**src/rtl/sram_port_arbiter.sv**
```systemverilog
// sram_port_arbiter: shares one single-port synchronous SRAM between the fetch and load/store requesters.
// Define ARB_PERF_EN to build the inst_wait_cnt / data_grant_cnt performance counters.
module sram_port_arbiter #(
  parameter int unsigned ADDR_W       = 32,
  parameter int unsigned DATA_W       = 32,
  parameter int unsigned STARVE_LIMIT = 4
) (
  input  logic                clk,
  input  logic                reset,
  input  logic                inst_req,
  input  logic [ADDR_W-1:0]   inst_addr,
  output logic                inst_ack,
  output logic [DATA_W-1:0]   inst_rdata,
  input  logic                data_req,
  input  logic                data_wr,
  input  logic [DATA_W/8-1:0] data_wstrb,
  input  logic [ADDR_W-1:0]   data_addr,
  input  logic [DATA_W-1:0]   data_wdata,
  output logic                data_ack,
  output logic [DATA_W-1:0]   data_rdata,
  output logic                sram_en,
  output logic [DATA_W/8-1:0] sram_we,
  output logic [ADDR_W-1:0]   sram_addr,
  output logic [DATA_W-1:0]   sram_wdata,
  input  logic [DATA_W-1:0]   sram_rdata,
  output logic                busy,
  output logic [31:0]         inst_wait_cnt,
  output logic [31:0]         data_grant_cnt
);

  localparam int unsigned        STARV_W   = 4;
  localparam logic [STARV_W-1:0] STARV_MAX = STARV_W'(STARVE_LIMIT);

  localparam logic [1:0] IDLE   = 2'd0;
  localparam logic [1:0] ACCESS = 2'd1;
  localparam logic [1:0] RESP   = 2'd2;

  logic [1:0]         state;
  logic [1:0]         next_state;
  logic [STARV_W-1:0] starv_cnt;
  logic [STARV_W-1:0] starv_cnt_nxt;
  logic               grant_data;
  logic               grant_inst;
  logic               cmd_data;
  logic               cmd_wr;
  logic [DATA_W-1:0]  inst_rdata_q;
  logic [DATA_W-1:0]  data_rdata_q;

  // State and starvation counter
  always_ff @(posedge clk) begin
    if (reset) begin
      state     <= IDLE;
      starv_cnt <= '0;
    end else begin
      state     <= next_state;
      starv_cnt <= starv_cnt_nxt;
    end
  end

  // Arbitration and next state
  always_comb begin
    next_state    = state;
    grant_data    = 1'b0;
    grant_inst    = 1'b0;
    starv_cnt_nxt = starv_cnt;
    case (state)
      IDLE: begin
        // data normally wins; a fetch passed over STARVE_LIMIT times goes first
        grant_data = data_req && ((starv_cnt < STARV_MAX) || !inst_req);
        grant_inst = inst_req && !grant_data;
        if (grant_data || grant_inst) next_state = ACCESS;
        // at the limit inst wins, so the increment saturates by construction
        if (grant_inst || !inst_req) starv_cnt_nxt = '0;
        else if (grant_data)         starv_cnt_nxt = starv_cnt + STARV_W'(1);
      end
      ACCESS:  next_state = RESP;
      RESP:    next_state = IDLE;
      default: next_state = IDLE;
    endcase
  end

  // Command capture, SRAM drive, acks and read-data hold registers
  always_ff @(posedge clk) begin
    if (reset) begin
      sram_en      <= 1'b0;
      sram_we      <= '0;
      sram_addr    <= '0;
      sram_wdata   <= '0;
      cmd_data     <= 1'b0;
      cmd_wr       <= 1'b0;
      inst_ack     <= 1'b0;
      data_ack     <= 1'b0;
      busy         <= 1'b0;
      inst_rdata_q <= '0;
      data_rdata_q <= '0;
    end else begin
      sram_en  <= 1'b0;
      sram_we  <= '0;
      inst_ack <= 1'b0;
      data_ack <= 1'b0;
      busy     <= (next_state != IDLE);
      if (grant_data || grant_inst) begin
        sram_en    <= 1'b1;
        sram_we    <= (grant_data && data_wr) ? data_wstrb : '0;
        sram_addr  <= grant_data ? data_addr : inst_addr;
        sram_wdata <= grant_data ? data_wdata : '0;
        cmd_data   <= grant_data;
        cmd_wr     <= grant_data && data_wr;
      end
      if (state == ACCESS) begin
        inst_ack <= !cmd_data;
        data_ack <= cmd_data;
      end
      if (inst_ack)             inst_rdata_q <= sram_rdata;
      if (data_ack && !cmd_wr)  data_rdata_q <= sram_rdata;
    end
  end

  // SRAM output is already registered; forward it during the ack cycle, hold otherwise
  assign inst_rdata = inst_ack ? sram_rdata : inst_rdata_q;
  assign data_rdata = (data_ack && !cmd_wr) ? sram_rdata : data_rdata_q;

`ifdef ARB_PERF_EN
  logic [31:0] inst_wait_q;
  logic [31:0] data_grant_q;

  // Performance counters, wrapping at 2^32
  always_ff @(posedge clk) begin
    if (reset) begin
      inst_wait_q  <= '0;
      data_grant_q <= '0;
    end else begin
      if (inst_req && !inst_ack) inst_wait_q  <= inst_wait_q + 32'd1;
      if (grant_data)            data_grant_q <= data_grant_q + 32'd1;
    end
  end

  assign inst_wait_cnt  = inst_wait_q;
  assign data_grant_cnt = data_grant_q;
`else
  assign inst_wait_cnt  = '0;
  assign data_grant_cnt = '0;
`endif

endmodule

```
**config.mk**
```make
export PLATFORM = sky130hd
export DESIGN_NAME = sram_port_arbiter
export DESIGN_NICKNAME = d
export VERILOG_FILES = /design/src/rtl/sram_port_arbiter.sv
export SDC_FILE = /design/constraint.sdc
export NUM_CORES = 1
export LEC_CHECK = 0
export CAP_MARGIN = 25
export CORE_ASPECT_RATIO = 0.75
export CORE_MARGIN = 2
export CORE_UTILIZATION = 40
export CTS_CLUSTER_DIAMETER = 150
export DETAILED_ROUTE_END_ITERATION = 12
export GPL_TIMING_DRIVEN = 0
export PLACE_DENSITY = 0.87
export SYNTH_ARGS = -nofsm -noshare
export SYNTH_HDL_FRONTEND = slang
export SYNTH_SLANG_ARGS = --single-unit
```
**constraint.sdc**
```tcl
create_clock -name clk -period 1.86 [get_ports clk]
set_input_delay 0.558 -clock clk [delete_from_list [all_inputs] [get_ports clk]]
set_output_delay 0.558 -clock clk [all_outputs]
set_load 0.03 [all_outputs]
```
-- After elaboration in Yosys (flattened, before gate mapping)
Index checks and enable logic that the tools add are counted.
- add/sub/neg operators: 1
- $mul: 0
- div/mod/pow operators: 0
- magnitude comparators: 1
- equality and inequality tests: 1
- shift-type cells: 0
- muxes and demuxes: 11
- bitwise logic cells: 3
- reduce and logical (&&, ||, !) cells: 18
- operator list (operator ; count):
    32-bit two-way mux ; 4
    4-bit two-way mux ; 2
    4-bit by 1-bit adder with 4-bit output (second input constant) ; 1
    1-bit logical AND ; 4
    1-bit logical NOT ; 4
    1-bit logical OR ; 4
    4-bit by 3-bit < comparator with 1-bit output (second input constant) ; 1
    2-bit case mux with 2 select lines ; 1
    2-bit nonzero test ; 2
    1-bit two-way mux ; 3
    1-bit inverter ; 3
    3-bit OR reduction ; 1
    2-bit by 1-bit equality test with 1-bit output (second input constant) ; 1
    2-bit logical NOT ; 1
    2-bit two-way mux ; 1
    2-bit AND reduction ; 1
    2-bit OR reduction ; 1
- flip-flop bits (word level): 144
- latch bits: 0
- RAM bits: 0
- ROM bits: 0
- input port bits: 137
- output and inout bits: 200
- logic and storage cells: 48
- memories: 0

-- Longest topological paths before layout
Gate-level depths: netlist of run 1.
- depth in word-level cells: 9
- mapped depth: 6
- depth with buffers taken out: 4

-- Least setup slack after synthesis of run 1
No wires, ideal clock.
- path type: register -> output
- start: register inst_ack
- end: output port inst_rdata[22]
- arrival: 1.387 ns
- setup slack: -0.085 ns
- stages on the path, launching flop included: 4
- path buffers: 2
- path through: dfxtp_1 -> clkbuf_1 -> buf_2 -> mux2_1
- word-level cells in the longest chain between the ends: 1
- ends and longest elaborated chain (what ; line ; RTL):
    start: declaration ; 12 ; output logic inst_ack,
    start signal: assignment ; 111 ; inst_ack <= !cmd_data;
    32-bit two-way mux ; - ;
    end: declaration ; 13 ; output logic [DATA_W-1:0] inst_rdata,
Every way passes these cells.

-- Worst setup path after layout of run 1
- start: register cmd_wr
- end: output port data_rdata[6]
- word-level cells in the longest chain between the ends: 3
- ends and longest elaborated chain (what ; line ; RTL):
    start: declaration ; 45 ; logic cmd_wr;
    start signal: assignment ; 108 ; cmd_wr <= grant_data && data_wr;
    1-bit logical NOT ; 121 ; assign data_rdata = (data_ack && !cmd_wr) ? sram_rdata : data_rdata_q;
    1-bit logical AND ; 121 ;
    32-bit two-way mux ; - ;
    end: declaration ; 20 ; output logic [DATA_W-1:0] data_rdata,
Every way passes these cells.

==> results of run 1 <==
critical path, delay by kind of cell, from the launching register on:
kind	cells	cell delay, ps
buf+inv	3	420
mux	1	310
flops	1	330
simple gates	1	190
Yosys cell counts, drive strengths merged (2+ instances only):
master	count	area (µm²)
mux2	64	721
clkbuf	37	140
buf	90	639
nand4	33	206
a2111oi	32	444
nor2	8	32.5
o21ai	36	184
nor4b	32	305
a21oi	67	335
nor2b	64	400
and3	2	12.5
nand2	4	15.0
inv	33	124
or2	2	12.5
and4b	4	40.0
xnor2	2	17.5
nor3b	3	33.8
dfxtp	144	2880
worst max path at each step:
| stage | start | cells past startpoint | slack (ps) | to |
|---|---|---|---|---|
| final | cmd_wr | 5 | -380 | data_rdata[6] |
| after global routing | cmd_wr | 5 | -430 | data_rdata[9] |
| after CTS | cmd_wr | 5 | -380 | data_rdata[6] |
| after detailed placement | cmd_wr | 5 | -690 | data_rdata[9] |
| after global placement | cmd_wr | 5 | -680 | data_rdata[1] |
| after floorplan | data_ack | 4 | -20 | data_rdata[10] |
logic make-up (layout without fill, tap and decap cells):
family,count (synthesis),in the layout,synth area share (%)
buffers and inverters,160,480,13.7
AND/OR/NAND/NOR,155,155,16.4
flip-flops,144,144,43.7
AO/OA/AOI/OAI,136,136,14.7
multiplexers,64,64,10.9
XOR/XNOR,2,2,0.266
adder cells (fa/ha/maj),1,1,0.190
other,1,65,0.0569
repair_timing:
item	4_1_cts	5_1_grt
gates cloned	5	0
gates resized for setup	593	22
endpoints found under the hold margin	0	0
buffers inserted	15	3
pin swaps	1	3
endpoints found under the setup margin	194	96
sequential cells by signal, summed over array words and instances, names as in the netlist, 2 cells and up:
| register | cells |
|---|---|
| inst_rdata_q | 32 |
| state | 2 |
| data_rdata_q | 32 |
| sram_addr | 32 |
| sram_we | 4 |
| sram_wdata | 32 |
| starv_cnt | 4 |
per-layer routing:
layer / part of all wire, % / wire (µm)
met1: 42 / 9450
met2: 50 / 11300
met3: 6.8 / 1550
met4: 1.9 / 425
met5: 0 / 0
cell type report:
| type | instances | area, µm² |
|---|---|---|
| fill | 1234 | 5160 |
| multi-input combinational | 422 | 3270 |
| sequential | 144 | 2890 |
| timing repair buffer | 290 | 2860 |
| buffer | 125 | 875 |
| clock buffer | 18 | 439 |
| tap | 210 | 263 |
| clock inverter | 14 | 180 |
| inverter | 33 | 124 |
| antenna | 1 | 2.50 |
where the power goes:
part	leakage, nW	total, W	switching [W]	internal [W]
clock network	0.308	0.00359	0.00142	0.00217
registers	1.18	0.00334	0.0000842	0.00326
logic	3.50	0.00223	0.00125	0.000976
total	4.99	0.00916	0.00275	0.00641
metrics by stage:
step	hold slack [ps]	instances	util (%)
global placement	449	1206	61.0
CTS	460	1257	68.1
global route	485	1257	67.9
floorplan	392	726	-
detailed placement	452	1206	61.0
finish	450	1257	67.9
==> out/qor.tcl, run 1 <==
set qor(critical_path.cell_chain) {nand2b_4, buf_12, buf_8, mux2_4, buf_6}
set qor(endpoint_kind) {primary output}
set qor(wl_um) 22700
set qor(vdd.ir_drop.worst_v) 0.000612
set qor(power.total_w) 0.00916
set qor(most_common_library_cell_in_the_layout_ignoring_fill_and_taps) {sky130_fd_sc_hd__dfxtp_1}
set qor(met1_track_demand_over_resource_pct) 30.7
set qor(synth-seq-area-share_pct) 43.7
set qor(ys_seq_elements) 144
set qor(crit_share_post_route_pct) 120
set qor(worst_slew_pin_slew_ps) 780
set qor(initial_antenna_violation_count) 1
set qor(grt_pass1_vias) 6155
set qor(globalRouteMet3Util_pct) 6.90
set qor(cp_data_arrival_time_ps) 1680
set qor(clock_path_buffers) 2
set qor(core_area_um2) 16100
set qor(fp.dieH_um) 115
set qor(clock-sinks) 144
set qor(detailed_place_hpwl_um) 15900
set qor(worst_reg2reg_path_depth) 5
set qor(critical_path.reg2reg.startpoint) {state[0]}
set qor(ff2ff_setup_slack_ps) 130
set qor(power-per-cell-area_nw_per_um2) 840
set qor(pin_count_of_the_biggest_net_entering_global_routing) 17
set qor(hold_crit_start) {cmd_data}
set qor(final_nets) 1171
set qor(clock-root-buffer) {sky130_fd_sc_hd__clkbuf_16}
set qor(die-width_um) 152
set qor(grt.total_usage_pct) 25.2
set qor(post_synth_edffs) 0
set qor(drc) 0
set qor(final.setup_skew_ps) 11.5
set qor(area_growth_syn_to_layout_pct) 65.5
set qor(post-place-ws_ps) -688
set qor(post_drt_via_cell_ratio) 4.94
set qor(violations) {setup timing}
set qor(class_of_the_most_critical_setup_path) {reg2out}
set qor(detailedRoute.firstPassIterationCount) 5
set qor(gr-max-usage-layer) {met2}
set qor(holdPathStages) 1
set qor(synthesis.instances) 663
set qor(ant_nets) 0
set qor(top_ports) 337
set qor(dpl-instance-area_um2) 9790
set qor(async_flop_share_pct) 0
set qor(synthesis.area_um2) 6590
set qor(grt_pass1_wl_um) 34600
set qor(synth.lib_cells_used.distinct) 36
set qor(yosys_warnings) 0
set qor(worst_path_max_delay_cell) {sky130_fd_sc_hd__dfxtp_2}
set qor(path_clk_slew_ps) 60
set qor(number_of_hold_violations_in_the_final_report) 0
set qor(finalWorstPathRequiredPeriod_ps) 2240
set qor(cellLeakagePower_nw) 4.99
set qor(min-delay-path-class) {reg2reg}
set qor(hold_path_end) {inst_ack}
set qor(clock_insertion_delay_worst_skew_ps) 420
set qor(setup_viol) 64
set qor(timing.final.max_slew_violations) 0
set qor(initial_core_utilization_pct) 41.0
set qor(holdBufCountCts) 0
set qor(place.gp.congestion) 0.820
set qor(num_rows) 40
set qor(regToRegEndpoint) {sram_addr[25]}
set qor(slew_headroom_pct) 48.0
set qor(grt_use_met2_pct) 44.5
set qor(die_area_um2) 17500
set qor(final.setup.tns_ps) -16740
set qor(average_wire_length_per_cell_after_detail_routing_um) 18.1
set qor(postSynth.topFlopCell) {sky130_fd_sc_hd__dfxtp_1}
set qor(dr.first_iter.drc_count) 373
set qor(timing.max_cap.violations) 0
set qor(critical_path.max_fanout) 5
set qor(routed-via-count) 6210
set qor(final_design_area_no_fill_um2) 10900
set qor(setup_slack_ps) -376
set qor(critical-path-max-stage-delay_ps) 330
set qor(run_status) {finished with violations}
set qor(achievable-frequency_mhz) 447
set qor(drive_gt1_share_pct) 30.2
set qor(globalRoute.totalOverflow) 0
set qor(cts_buffers) 17
set qor(layout.cells.most_common_list) {sky130_fd_sc_hd__dfxtp_1, sky130_fd_sc_hd__clkdlybuf4s50_1, sky130_fd_sc_hd__buf_4}
set qor(place.port_buffers) 270
set qor(htree_num_levels) 4
set qor(cp.required_ps) 1300
set qor(clock_tree_from_tritoncts) {done}
set qor(start_kind) {register}
set qor(synth.avg_cell_area_um2) 9.94
set qor(rsz_0062_raised_after_global_routing) {yes}
No activity file was read; power rests on OpenSTA's default activity.
==> run 2, diff against run 1 <==
GPL_ROUTABILITY_DRIVEN = 0   (was default)
==> results of run 2 <==
Final layout, timing and power as in run 1 (identical DEF).
==> run 3, diff against run 2 <==
CELL_PAD_IN_SITES_DETAIL_PLACEMENT = 1   (was default)
CELL_PAD_IN_SITES_GLOBAL_PLACEMENT = 1   (was default)
CORE_UTILIZATION = 29   (was 40)
==> run 3 against run 2 <==
Net effect:
- the flow still finishes with violations (setup timing)
- critical path type unchanged
- global-route usage down 3.6 points
- largest cell class unchanged
- clock skew up 5.9 ps
- power down 1.9%
- register-to-register slack better by 20 ps
- via count up 3.0%
- utilization down 18 points
- wire length up 16%
- critical path depth unchanged
- largest power group unchanged
- sequential cell count unchanged
- first-iteration DRC count down 49%
- count of clock-buffer cells in the layout down 1
==> out/qor.tcl, run 3 (synthesized netlist as in run 1, its figures left out) <==
set qor(critical_path.cell_chain) {nand2b_4, buf_12, buf_12, mux2_4, buf_6}
set qor(most_common_library_cell_in_the_layout_ignoring_fill_and_taps) {sky130_fd_sc_hd__dfxtp_1}
set qor(num_rows) 47
set qor(cp_top_family) {buffers and inverters}
set qor(worst_path_max_delay_cell) {sky130_fd_sc_hd__dfxtp_2}
set qor(grt_pass1_wl_um) 39600
set qor(start_kind) {register}
set qor(dr.first_iter.drc_count) 190
set qor(grt_pass1_vias) 6846
set qor(cell_mode_on_critical_path) {sky130_fd_sc_hd__buf_12}
set qor(area_growth_syn_to_layout_pct) 67.6
set qor(globalRoute.totalOverflow) 0
set qor(cellLeakagePower_nw) 4.98
set qor(achievable-frequency_mhz) 447
set qor(cp_data_arrival_time_ps) 1680
set qor(ant_nets) 0
set qor(worst_slew_pin_slew_ps) 773
set qor(clock-sinks) 144
set qor(final.setup_skew_ps) 17.4
set qor(layout.cells.most_common_list) {sky130_fd_sc_hd__dfxtp_1, sky130_fd_sc_hd__clkdlybuf4s50_1, sky130_fd_sc_hd__buf_4}
set qor(average_wire_length_per_cell_after_detail_routing_um) 19.7
set qor(initial_antenna_violation_count) 2
set qor(wl_um) 26400
set qor(htree_num_levels) 4
set qor(detailedRoute.firstPassIterationCount) 4
set qor(die_area_um2) 24000
set qor(clock_insertion_delay_worst_skew_ps) 430
set qor(critical-path-max-stage-delay_ps) 330
set qor(routed-via-count) 6397
set qor(rsz_0062_raised_after_global_routing) {yes}
set qor(top_ports) 337
set qor(initial_core_utilization_pct) 29.7
set qor(drive_gt1_share_pct) 30.6
set qor(run_status) {finished with violations}
set qor(slew_headroom_pct) 48.5
set qor(setup_viol) 64
set qor(clock_path_buffers) 2
set qor(timing.final.max_slew_violations) 0
set qor(number_of_hold_violations_in_the_final_report) 0
set qor(crit_share_post_route_pct) 120
set qor(setup_slack_ps) -380
set qor(path_clk_slew_ps) 70
set qor(clock-root-buffer) {sky130_fd_sc_hd__clkbuf_16}
set qor(fillCellCount) 2486
set qor(power-per-cell-area_nw_per_um2) 814
set qor(timing.max_cap.violations) 0
set qor(detailed_place_hpwl_um) 19200
set qor(post_drt_via_cell_ratio) 4.76
set qor(grt.total_usage_pct) 21.7
set qor(fp.dieH_um) 135
set qor(clock_tree_from_tritoncts) {done}
set qor(class_of_the_most_critical_setup_path) {reg2out}
set qor(cp.required_ps) 1300
set qor(dpl-instance-area_um2) 9900
set qor(critical_path.max_fanout) 5
set qor(violations) {setup timing}
set qor(drc) 0
set qor(endpoint_kind) {primary output}
set qor(power.total_w) 0.00899
set qor(finalWorstPathRequiredPeriod_ps) 2240
set qor(final_design_area_no_fill_um2) 11000
set qor(worstPathBufferInverterCount) 3
set qor(die-width_um) 178
set qor(min-delay-path-class) {reg2reg}
set qor(vdd.ir_drop.worst_v) 0.000373
set qor(core_area_um2) 22200
set qor(final_nets) 1173
set qor(cts_buffers) 17
set qor(pin_count_of_the_biggest_net_entering_global_routing) 17
set qor(place.port_buffers) 270
run 3: power by group:
group,switching (W),total [W],leakage [nW],internal (W)
Combinational,0.00130,0.00230,3.53,0.000993
Sequential,0.0000845,0.00334,1.18,0.00326
Clock,0.00157,0.00335,0.275,0.00178
run 3: path summary, 6_finish.rpt:
check                             startpoint       endpoint  slack, ps  cells past startpoint
worst min-delay path            starv_cnt[1]   starv_cnt[1]        470                      2
worst min register to register  starv_cnt[1]   starv_cnt[1]        470                      2
worst max-delay path                  cmd_wr  data_rdata[5]       -380                      5
worst max register to register      state[0]  sram_addr[29]        150                      6
run 3: worst reg2reg max path: stages (launching register included):
cell                        delay (ps)
sky130_fd_sc_hd__dfxtp_1           350
sky130_fd_sc_hd__or2_1             230
sky130_fd_sc_hd__clkbuf_2          170
sky130_fd_sc_hd__clkbuf_4          220
sky130_fd_sc_hd__buf_4             220
sky130_fd_sc_hd__nor4b_2           310
sky130_fd_sc_hd__a2111oi_2          70
run 3: what timing repair did:
action                                  CTS  global route
pin swaps                                 1             2
hold buffers                              0             0
gates resized for setup                 585            32
hold endpoints to repair                  0             0
gates cloned                              5             0
setup buffers                             9             9
endpoints found under the setup margin  192           122
run 3: layer usage:
metal / global-route usage [%] / routed length (µm)
met1: 26.3 / 10900
met3: 5.60 / 1750
met2: 36.7 / 13200
met4: 8.70 / 614
met5: 0 / 0
run 3: layout make-up:
class / instances / area (µm²) / area share [%]
Multi-Input combinational cell: 422 / 3310 / 29.9
Sequential cell: 144 / 2890 / 26.1
Timing Repair Buffer: 291 / 2880 / 26.0
Buffer: 126 / 910 / 8.24
Clock buffer: 17 / 425 / 3.85
Tap cell: 294 / 368 / 3.33
Clock inverter: 15 / 146 / 1.33
Inverter: 33 / 124 / 1.12
Antenna cell: 2 / 5.00 / 0.0453
run 3: metrics by stage:
step	cells	setup TNS (ps)	setup WS (ps)	hold WS [ps]	utilization (%)
2_1_floorplan	726	-582	-19.4	392	-
3_3_place_gp	1290	-69140	-714	447	44.7
3_5_place_dp	1290	-72300	-710	471	44.7
4_1_cts	1335	-20780	-393	479	49.3
5_1_grt	1344	-22840	-451	498	49.8
6_report	1344	-18820	-380	470	49.8
